`src/rtl/context_hazard_ctrl_pkg.sv`:
```
// context_hazard_ctrl_pkg: shared widths, JPEG-LS init constants, FSM states and pipeline stage record
package context_hazard_ctrl_pkg;
  localparam int Q_length = 9;
  localparam int A_length = 16;
  localparam int NUM_CTX = 365;
  localparam logic [A_length-1:0] A_INIT = 16'd4;
  localparam logic [A_length-1:0] B_INIT = '0;
  localparam logic [A_length-1:0] C_INIT = '0;
  localparam logic [A_length-1:0] NN_INIT = '0;
  localparam logic [A_length-1:0] N_INIT = 16'd1;
  typedef enum logic [1:0] {IDLE, INIT, RUN, DRAIN} state_t;
  typedef struct packed {
    logic valid;
    logic [Q_length-1:0] q;
    logic needs_upd;
  } stage_t;
endpackage

```
`src/rtl/context_hazard_ctrl_if.sv`:
```
// context_hazard_ctrl_if: issue handshake, context-memory port and mux-control signals
interface context_hazard_ctrl_if;
  import context_hazard_ctrl_pkg::*;
  logic start, frame_end, in_valid, in_ready, mem_rd_en, mem_wr_en, mem_wr_init;
  logic sel_feedback, use_updated, upd_capture_en, s4_valid, busy, done;
  logic [Q_length-1:0] in_Q, mem_rd_addr, mem_wr_addr;
  modport master(
    output start, frame_end, in_valid, in_Q,
    input in_ready, mem_rd_en, mem_rd_addr, mem_wr_en, mem_wr_addr, mem_wr_init,
    input sel_feedback, use_updated, upd_capture_en, s4_valid, busy, done
  );
  modport slave(
    input start, frame_end, in_valid, in_Q,
    output in_ready, mem_rd_en, mem_rd_addr, mem_wr_en, mem_wr_addr, mem_wr_init,
    output sel_feedback, use_updated, upd_capture_en, s4_valid, busy, done
  );
endinterface

```
`src/rtl/context_hazard_ctrl_ctx_stage_tracker.sv`:
```
// ctx_stage_tracker: S2..S4 in-flight context records plus issue-time hazard comparators
module ctx_stage_tracker
  import context_hazard_ctrl_pkg::*;
(
  input  logic                clk,
  input  logic                rst_n,
  input  logic                issue,
  input  logic [Q_length-1:0] q,
  output logic                stall,
  output logic                fb,
  output logic                empty,
  output logic                s2_upd,
  output stage_t              s4
);
  stage_t s2, s3;
  logic needs_upd;
  always_comb begin
    needs_upd = s3.valid && q == s3.q && !(s2.valid && q == s2.q);
    stall = (s4.valid && q == s4.q) || (s3.valid && q == s3.q && s2.needs_upd);
    empty = !(s2.valid || s3.valid || s4.valid);
    s2_upd = s2.needs_upd;
  end
  // fb marks an S4 entry whose predecessor in S4 last cycle had the same context
  always_ff @(posedge clk)
    if (!rst_n) begin
      s2 <= '0;
      s3 <= '0;
      s4 <= '0;
      fb <= 1'b0;
    end else begin
      s2 <= issue ? stage_t'{1'b1, q, needs_upd} : '0;
      s3 <= s2;
      s4 <= s3;
      fb <= s3.valid && s4.valid && s3.q == s4.q;
    end
endmodule

```
`src/rtl/context_hazard_ctrl.sv`:
```
// context_hazard_ctrl: JPEG-LS context memory init/issue/write-back sequencing; CTX_HAZARD_STATS_EN adds counters
module context_hazard_ctrl
  import context_hazard_ctrl_pkg::*;
(
  input logic clk,
  input logic rst_n,
  context_hazard_ctrl_if.slave bus
`ifdef CTX_HAZARD_STATS_EN
  ,
  output logic [15:0] stall_cnt,
  output logic [15:0] fb_cnt,
  output logic [15:0] upd_cnt
`endif
);
  localparam logic [Q_length-1:0] LAST = Q_length'(NUM_CTX - 1);
  state_t state, nxt;
  logic [Q_length-1:0] cnt;
  logic fe_pend, run, stall, fb, empty, s2_upd, issue;
  stage_t s4;
  ctx_stage_tracker u_trk (
    .clk(clk), .rst_n(rst_n), .issue(issue), .q(bus.in_Q),
    .stall(stall), .fb(fb), .empty(empty), .s2_upd(s2_upd), .s4(s4)
  );
  always_comb begin
    run = state == RUN;
    bus.in_ready = run && !stall;
    issue = bus.in_valid && bus.in_ready;
    bus.mem_rd_en = issue;
    bus.mem_rd_addr = bus.in_Q;
    bus.mem_wr_init = state == INIT;
    bus.mem_wr_en = bus.mem_wr_init || s4.valid;
    bus.mem_wr_addr = bus.mem_wr_init ? cnt : s4.q;
    bus.sel_feedback = fb;
    bus.use_updated = s4.valid && s4.needs_upd && !fb;
    bus.upd_capture_en = s4.valid && s2_upd;
    bus.s4_valid = s4.valid;
    bus.busy = state != IDLE;
    bus.done = state == DRAIN && empty;
    nxt = state == IDLE ? (bus.start ? INIT : IDLE)
        : state == INIT ? (cnt == LAST ? RUN : INIT)
        : state == RUN ? (bus.frame_end || fe_pend ? DRAIN : RUN)
        : (empty ? IDLE : DRAIN);
  end
  // frame_end seen during INIT is held until the first RUN cycle
  always_ff @(posedge clk)
    if (!rst_n) begin
      state <= IDLE;
      cnt <= '0;
      fe_pend <= 1'b0;
    end else begin
      state <= nxt;
      cnt <= state == INIT && nxt == INIT ? cnt + 1'b1 : '0;
      fe_pend <= state == INIT && (fe_pend || bus.frame_end);
    end
`ifdef CTX_HAZARD_STATS_EN
  always_ff @(posedge clk)
    if (!rst_n || (state == IDLE && bus.start)) begin
      stall_cnt <= '0;
      fb_cnt <= '0;
      upd_cnt <= '0;
    end else begin
      if (run && bus.in_valid && stall && ~&stall_cnt) stall_cnt <= stall_cnt + 1'b1;
      if (bus.sel_feedback && ~&fb_cnt) fb_cnt <= fb_cnt + 1'b1;
      if (bus.use_updated && ~&upd_cnt) upd_cnt <= upd_cnt + 1'b1;
    end
`endif
endmodule
```
`src/flat_wrapper.sv`:
```
// flat-port wrapper written by rule: the top's interface ports become plain ports
module context_hazard_ctrl_flat import context_hazard_ctrl_pkg::*;
  (clk, rst_n, bus_start, bus_frame_end, bus_in_valid, bus_in_Q, bus_in_ready, bus_mem_rd_en, bus_mem_rd_addr, bus_mem_wr_en, bus_mem_wr_addr, bus_mem_wr_init, bus_sel_feedback, bus_use_updated, bus_upd_capture_en, bus_s4_valid, bus_busy, bus_done);
  context_hazard_ctrl_if bus_i ();
  input logic clk;
  input logic rst_n;
  input wire logic [$bits(bus_i.start)-1:0] bus_start;
  input wire logic [$bits(bus_i.frame_end)-1:0] bus_frame_end;
  input wire logic [$bits(bus_i.in_valid)-1:0] bus_in_valid;
  input wire logic [$bits(bus_i.in_Q)-1:0] bus_in_Q;
  output wire logic [$bits(bus_i.in_ready)-1:0] bus_in_ready;
  output wire logic [$bits(bus_i.mem_rd_en)-1:0] bus_mem_rd_en;
  output wire logic [$bits(bus_i.mem_rd_addr)-1:0] bus_mem_rd_addr;
  output wire logic [$bits(bus_i.mem_wr_en)-1:0] bus_mem_wr_en;
  output wire logic [$bits(bus_i.mem_wr_addr)-1:0] bus_mem_wr_addr;
  output wire logic [$bits(bus_i.mem_wr_init)-1:0] bus_mem_wr_init;
  output wire logic [$bits(bus_i.sel_feedback)-1:0] bus_sel_feedback;
  output wire logic [$bits(bus_i.use_updated)-1:0] bus_use_updated;
  output wire logic [$bits(bus_i.upd_capture_en)-1:0] bus_upd_capture_en;
  output wire logic [$bits(bus_i.s4_valid)-1:0] bus_s4_valid;
  output wire logic [$bits(bus_i.busy)-1:0] bus_busy;
  output wire logic [$bits(bus_i.done)-1:0] bus_done;
  assign bus_i.start = bus_start;
  assign bus_i.frame_end = bus_frame_end;
  assign bus_i.in_valid = bus_in_valid;
  assign bus_i.in_Q = bus_in_Q;
  assign bus_in_ready = bus_i.in_ready;
  assign bus_mem_rd_en = bus_i.mem_rd_en;
  assign bus_mem_rd_addr = bus_i.mem_rd_addr;
  assign bus_mem_wr_en = bus_i.mem_wr_en;
  assign bus_mem_wr_addr = bus_i.mem_wr_addr;
  assign bus_mem_wr_init = bus_i.mem_wr_init;
  assign bus_sel_feedback = bus_i.sel_feedback;
  assign bus_use_updated = bus_i.use_updated;
  assign bus_upd_capture_en = bus_i.upd_capture_en;
  assign bus_s4_valid = bus_i.s4_valid;
  assign bus_busy = bus_i.busy;
  assign bus_done = bus_i.done;
  context_hazard_ctrl u_core (.clk(clk), .rst_n(rst_n), .bus(bus_i));
endmodule
```
`config.mk`:
```
export PLATFORM = sky130hd
export DESIGN_NAME = context_hazard_ctrl_flat
export DESIGN_NICKNAME = d
export VERILOG_FILES = /design/src/rtl/context_hazard_ctrl_pkg.sv /design/src/rtl/context_hazard_ctrl_if.sv /design/src/rtl/context_hazard_ctrl_ctx_stage_tracker.sv /design/src/rtl/context_hazard_ctrl.sv /design/src/flat_wrapper.sv
export SDC_FILE = /design/constraint.sdc
export NUM_CORES = 1
export LEC_CHECK = 0
export ABC_AREA = 1
export CAP_MARGIN = 20
export CORE_MARGIN = 3
export CORE_UTILIZATION = 52
export CTS_BUF_LIST = sky130_fd_sc_hd__clkbuf_4 sky130_fd_sc_hd__clkbuf_8 sky130_fd_sc_hd__clkbuf_16
export DETAILED_ROUTE_END_ITERATION = 10
export MAX_ROUTING_LAYER = met4
export PLACE_DENSITY = 0.8
export SETUP_SLACK_MARGIN = 0.1
export SYNTH_ARGS = -nofsm -noshare
export SYNTH_HDL_FRONTEND = slang
export SYNTH_SLANG_ARGS = --single-unit
```
`constraint.sdc`:
```
create_clock -name clk -period 1.3 [get_ports clk]
set_input_delay 0.13 -clock clk [delete_from_list [all_inputs] [get_ports clk]]
set_output_delay 0.13 -clock clk [all_outputs]
set_load 0.03 [all_outputs]
```
==> flow_summary_export.csv, run 1 <==
group,metric,value,unit
detailed_routing,drtAntennaViolNets,0,
placement,dp_slack,-0.861,ns
floorplan,dieArea,5180,um2
synth,syn-instance-count,337,
final_layout,area_growth_syn_to_layout,66.0,%
final_layout,fin_nets,467,
placement,placed_area,3030,um2
hold_path,hold_path.class,"in -> reg",
final_layout,n_antenna_cell,0,
detailed_routing,vias,3000,
placement,place_congestion,0.945,
global_route,grt_start_max_net_pins,14,
worst_setup_path,crit_chain,"inv_1, nand2_1, nand2_1, nor2_1, nand2_1, nor2_2, nand3_2, nand2_2, buf_6, nor2_4, buf_6",
final_layout,final_area,3750,um2
run_status,outcome,"finished with violations",
worst_setup_path,crit_family,"simple AND/OR/NAND/NOR gates",
synth,yosysUniqueCellTypes,28,
synth,ys_ff_latch,46,
worst_setup_path,path_class,"reg -> out",
synth,yosysWarnings,0,
placement,dp_hpwl,4.58,mm
timing,rsz0062_at_grt,"yes",
timing,finalSetupTns,-8.97,ns
worst_setup_path,startpoint,"u_core.u_trk.s3[4]",
worst_setup_path,cp-end-kind,"output port",
detailed_routing,firstDrtPassIters,9,
global_route,track_usage,0.296,
timing,fmax,513,MHz
detailed_routing,vias_per_cell,5.98,
clocking,cts.clk_slew.worst_paths,0.08,ns
floorplan,die_x,71.9,um
clocking,clk-insertion-delay-late,0.32,ns
timing,final-hold-violation-count,0,
hold_path,hp-start,"bus_in_Q[7]",
power_and_ir_drop,power.total,2.84,mW
detailed_routing,wire_per_inst,20.6,um
worst_setup_path,crit_path_frequent_cell,"nand2_1",
synth,ys_seq_area_frac,0.407,
clocking,clock-root-buffer,"clkbuf_8",
clocking,clockBufferDepth,2,
clocking,numCtsBuffers,5,
detailed_routing,drc_errors,1,
worst_setup_path,cp.required,1.17,ns
run_status,violations,"DRC, setup timing",
placement,io_buffer_count,41,
worst_setup_path,cp_num_buf_inv,3,
timing,worstMarginPinSlew,0.325,ns
power_and_ir_drop,p_leak,1.94,nW
global_route,grt_pass1_vias,2562,
worst_setup_path,critPathMaxFanout,3,
timing,fin_ws,-0.651,ns
floorplan,rows,23,
worst_setup_path,slowest_stage,"dfxtp_2",
clocking,numClockSinks,46,
synth,synthFlopType,"dfxtp_1",
synth,synth_edf_count,0,
clocking,cts_tree,"yes",
worst_setup_path,slowest_delay,0.35,ns
synth,synthesis.area,2260,um2
worst_setup_path,start_kind,"flip-flop",
floorplan,design.core.area,4090,um2
timing,min_period,1.95,ns
floorplan,ioPinCount,42,
final_layout,final_layout_size_suffix_gt1_frac,0.482,
detailed_routing,drt_iter0_markers,354,
synth,syn_avg_cell_area,6.71,um2
synth,synthesis.nets,353,
detailed_routing,wirelength,10.4,mm
final_layout,multiInputGateArea,1350,um2
timing,drv_slew,0,
global_route,antenna_found_initial,0,
clocking,cts-htree-levels,2,
synth,async_reset_ff_frac,0,
global_route,grt_overflow_total,0,
floorplan,die_h,71.9,um
final_layout,ff_latch_area,951,um2
power_and_ir_drop,powerDensity,758,nW/um2
worst_setup_path,r2r_start,"u_core.u_trk.s3[4]",
timing,period_share,1.50,
timing,setup_violations,37,
timing,holdWs,0.282,ns
timing,finClkSkew,0.0150,ns
worst_setup_path,crit_arrival,1.82,ns
power_and_ir_drop,vdd_drop_max,667,uV
job,maxCapViolations,0,
global_route,grt_pass1_wl,11.6,mm
floorplan,start_util,0.553,
final_layout,fillers,149,
clocking,postCtsHoldBufs,0,
timing,slew_headroom,0.781,
-- where the power goes --
part / total [mW] / leakage (nW) / internal, mW / switching (mW)
clock: 0.970 / 0.0517 / 0.451 / 0.519
sequential: 1.41 / 0.381 / 1.41 / 0.00383
combinational: 0.459 / 1.51 / 0.196 / 0.264
-- worst register-to-register path, delay by kind of cell (launching register included) --
kind                   cells  cell delay, ns
buffers and inverters      2            0.24
flip-flops                 1            0.35
AND/OR/NAND/NOR            8            0.88
-- kinds of logic (layout without fill, tap and decap cells) --
logic type                 Yosys count  in the layout  share of synthesized area
adders and majority gates            2              2                     0.0111
xor gates and xnor gates            14             14                     0.0542
buffers and inverters               75            188                      0.145
and+or+nand+nor                    172            174                      0.312
DFF                                 46             46                      0.407
AOI/OAI and AO/OA                   28             28                     0.0703
-- path summary, 6_finish.rpt --
path,to,slack (ns),cells past startpoint
setup / recovery,bus_mem_rd_en,-0.65,11
hold / removal,u_core.u_trk.s2[8],0.28,4
setup reg to reg,u_core.u_trk.s2[2],-0.27,10
hold reg to reg,u_core.u_trk.s3[9],0.45,2
-- state kept, by name, summed over array words and instances (netlist names) --
register             cells
u_core.u_trk.s3         11
u_core.u_trk.s2         10
u_core.u_trk.fb          1
u_core.cnt               9
u_core.u_trk.s4         11
u_core.u_trk.s2_upd      1
u_core.fe_pend           1
u_core.state             2
-- timing repair --
| item | 4_1_cts | 5_1_grt |
|---|---|---|
| buffers inserted | 11 | 12 |
| hold endpoints to repair | 0 | 0 |
| gates cloned | 3 | 0 |
| setup endpoints to repair | 41 | 43 |
| pin swaps | 16 | 23 |
| gates resized for setup | 74 | 104 |
-- per-stage QoR --
step           std cells  utilization
2_1_floorplan        337            -
3_3_place_gp         472        0.742
3_5_place_dp         472        0.742
4_1_cts              494        0.836
5_1_grt              502        0.918
6_report             502        0.918
-- Yosys cell counts, types with 3 or more instances --
cell type,count,share of area
a21oi_1,3,0.0066
buf_4,10,0.033
dfxtp_1,46,0.41
inv_1,59,0.098
nand2_1,102,0.17
nand3_1,7,0.015
nand4_1,6,0.017
nor2_1,46,0.076
o21ai_0,17,0.038
o22ai_1,3,0.0083
xnor2_1,8,0.031
xor2_1,6,0.023
-- metal layers --
metal / vias to the layer above / part of all wire / track usage
li1: 1250 / - / -
met1: 1345 / 0.35 / 0.324
met2: 278 / 0.47 / 0.518
met3: 127 / 0.10 / 0.0582
met4: 0 / 0.081 / 0.132
met5: - / 0 / -
-- placed cells by master (no fill, tap or decap), drive strengths merged, types with 5 or more instances in the layout --
cell / instances
buf: 105
nand2: 102
inv: 61
nor2: 48
dfxtp: 46
o21ai: 17
nand3: 9
xnor2: 8
nand4: 8
clkbuf: 8
xor2: 6
clkdlybuf4s50: 5
dlygate4sd2: 5
-- cell type report --
class | instances | share of cell area
Tap cell | 50 | 0.0167
Timing Repair Buffer | 119 | 0.281
Clock buffer | 7 | 0.0240
Multi-Input combinational cell | 218 | 0.359
Clock inverter | 1 | 0.00133
Sequential cell | 46 | 0.253
Inverter | 61 | 0.0637
No activity file was read; power rests on OpenSTA's default activity.
==> run 2: changes to the inputs <==
--- a/config.mk
+++ b/config.mk
@@ -8,11 +8,10 @@
 export ABC_AREA = 1
 export CAP_MARGIN = 20
 export CORE_MARGIN = 3
-export CORE_UTILIZATION = 52
+export CORE_UTILIZATION = 30
 export CTS_BUF_LIST = sky130_fd_sc_hd__clkbuf_4 sky130_fd_sc_hd__clkbuf_8 sky130_fd_sc_hd__clkbuf_16
 export DETAILED_ROUTE_END_ITERATION = 10
 export MAX_ROUTING_LAYER = met4
-export PLACE_DENSITY = 0.8
 export SETUP_SLACK_MARGIN = 0.1
 export SYNTH_ARGS = -nofsm -noshare
 export SYNTH_HDL_FRONTEND = slang
==> run 2 against run 1 <==
Net effect:
- the flow finishes with violations (setup timing)
- utilization fell by 38 points
- global-route usage fell by 12 points
- critical path depth fell by 1
- maximum frequency rose by 16%
- power fell by 1.7%
- clock skew fell by 0.011 ns
- routed wire length fell by 31%
- highest routed layer unchanged
==> flow_summary_export.csv, run 2 (synthesized netlist as in run 1, its figures left out) <==
group,metric,value,unit
floorplan,die_x,92.8,um
floorplan,ioPinCount,42,
timing,min_period,1.69,ns
clocking,cts_tree,"yes",
power_and_ir_drop,powerDensity,715,nW/um2
placement,place_congestion,0.910,
timing,worstMarginPinSlew,0.342,ns
floorplan,start_util,0.310,
worst_setup_path,cp-end-kind,"output port",
worst_setup_path,r2r_slack,-0.30,ns
detailed_routing,drt_iter0_markers,131,
detailed_routing,wire_per_inst,13.0,um
worst_setup_path,crit_family,"simple AND/OR/NAND/NOR gates",
clocking,postCtsHoldBufs,0,
final_layout,final_cell_mix,"nand2_1, buf_4, inv_1",
worst_setup_path,crit_chain,"inv_2, nand2_2, nand2_1, nor2_1, nand2_1, nor2_1, nand3_1, nand2_2, inv_2, buf_6",
worst_setup_path,ff2ff_path_depth,12,
worst_setup_path,cp.required,1.17,ns
power_and_ir_drop,netSwitchingFraction,0.253,
timing,rsz0062_at_grt,"yes",
hold_path,hold_path.class,"in -> reg",
timing,setup_violations,36,
global_route,grt_overflow_total,0,
timing,period_share,1.30,
final_layout,post-route-util,0.536,
floorplan,design.core.area,7290,um2
detailed_routing,vias_per_cell,4.37,
global_route,antenna_found_initial,0,
global_route,grt_start_max_net_pins,22,
final_layout,n_antenna_cell,0,
job,maxCapViolations,0,
global_route,track_usage,0.176,
final_layout,area_growth_syn_to_layout,72.8,%
worst_setup_path,critPathMaxFanout,3,
worst_setup_path,start_kind,"flip-flop",
power_and_ir_drop,power.share.sequential,0.506,
floorplan,rows,31,
detailed_routing,vias,2398,
detailed_routing,wirelength,7.13,mm
placement,dp_hpwl,4.53,mm
timing,fmax,592,MHz
detailed_routing,firstDrtPassIters,4,
final_layout,fin_nets,465,
hold_path,hp-start,"bus_in_Q[1]",
power_and_ir_drop,power.share.combinational,0.169,
floorplan,die_h,92.8,um
worst_setup_path,cp_num_buf_inv,3,
worst_setup_path,r2r_start,"u_core.u_trk.s3[2]",
clocking,numCtsBuffers,5,
floorplan,dieArea,8610,um2
detailed_routing,drc_errors,0,
power_and_ir_drop,internal_power,2.09,mW
global_route,grt_pass1_wl,11.7,mm
run_status,violations,"setup timing",
power_and_ir_drop,switchingPower,0.707,mW
timing,finClkSkew,0.00373,ns
detailed_routing,drtAntennaViolNets,0,
run_status,outcome,"finished with violations",
final_layout,final_layout_size_suffix_gt1_frac,0.440,
clocking,cts-htree-levels,2,
hold_path,holdPathEnd,"u_core.u_trk.s2[2]",
worst_setup_path,slowest_stage,"dfxtp_2",
hold_path,hold_depth,3,
timing,finalSetupTns,-5.99,ns
worst_setup_path,path_class,"reg -> out",
timing,slew_headroom,0.769,
power_and_ir_drop,vdd_drop_max,367,uV
worst_setup_path,crit_arrival,1.56,ns
power_and_ir_drop,p_clk_frac,0.326,
clocking,cts.clk_slew.worst_paths,0.08,ns
placement,io_buffer_count,41,
clocking,clockBufferDepth,2,
final_layout,fillers,686,
worst_setup_path,slowest_delay,0.36,ns
final_layout,mostFrequentLayoutCell,"nand2_1",
clocking,clk-insertion-delay-late,0.29,ns
clocking,numClockSinks,46,
worst_setup_path,r2r_end,"u_core.u_trk.s2[2]",
timing,drv_slew,0,
global_route,grt_pass1_vias,2536,
final_layout,largestRegisters,"u_core.u_trk.s3: 11 flops, u_core.u_trk.s4: 11 flops, u_core.u_trk.s2: 10 flops",
timing,final-hold-violation-count,0,
power_and_ir_drop,p_leak,1.98,nW
clocking,clock-root-buffer,"clkbuf_8",
timing,fin_ws,-0.389,ns
[run 2: cell types whose count changed in the layout (fill, tap and decap cells not counted), moves of 5 or more]
cell     change
inv_1        +8
inv_2        -8
buf_4        -7
o21ai_2      -5
nor2_2       -6
dfxtp_2      -6
[run 2: metrics by stage]
step | instance area (um2) | hold slack (ns) | power, mW | setup WS, ns | cells
6_report | 3910 | 0.362 | 2.80 | -0.389 | 549
5_1_grt | 3910 | 0.385 | 2.93 | -0.500 | 549
4_1_cts | 3710 | 0.347 | 2.81 | -0.369 | 545
3_5_place_dp | 3050 | 0.397 | 1.77 | -0.504 | 513
3_3_place_gp | 3050 | 0.397 | 1.77 | -0.469 | 513
2_1_floorplan | 2290 | 0.264 | 1.62 | -0.00169 | 337
[run 2: how the worst max path moves through the flow]
stage | start | endpoint | slack (ns) | depth (start not counted)
3_3_place_gp | bus_in_Q[6] | bus_in_ready | -0.47 | 11
5_1_grt | u_core.u_trk.s3[2] | bus_in_ready | -0.50 | 10
2_1_floorplan | u_core.state[0] | bus_mem_wr_addr[0] | -0.002 | 4
3_5_place_dp | bus_in_Q[3] | bus_in_ready | -0.50 | 11
4_1_cts | u_core.u_trk.s3[2] | bus_in_ready | -0.37 | 10
6_report | u_core.u_trk.s3[2] | bus_in_ready | -0.39 | 10
[run 2: worst min-delay path, delay by kind of cell]
kind	cells	cell delay [ns]
and+or+nand+nor	1	0.06
buffers and inverters	2	0.43
[run 2: routing by layer]
layer / up-vias / GRT usage / share of wire
li1: 1242 / - / -
met1: 1098 / 0.192 / 0.41
met2: 50 / 0.320 / 0.54
met3: 8 / 0.0309 / 0.038
met4: 0 / 0.0623 / 0.012
met5: - / - / 0
[run 2: repair_timing]
action                     in CTS  in global routing
setup endpoints to repair      39                 41
cloned                          4                  0
resized for setup             108                 50
setup buffers                  21                  6
pin swaps                      24                 19
[run 2: layout make-up]
class	instances	area [um2]	share of cell area
multi-input cells	217	1380	0.354
repair buffers	118	1120	0.286
well taps	99	124	0.0317
flip-flops and latches	46	951	0.243
clock buffers	7	90.1	0.0231
inverters	61	236	0.0605
clock inverters	1	5.00	0.00128
[run 2: power by group through the flow]
stage	combinational, mW	clock (mW)	sequential, mW
final	0.472	0.911	1.41
after global routing	0.507	1.01	1.41
after CTS	0.445	0.950	1.41
after detailed placement	0.319	0	1.45
after global placement	0.320	0	1.45
after floorplan	0.174	0	1.45
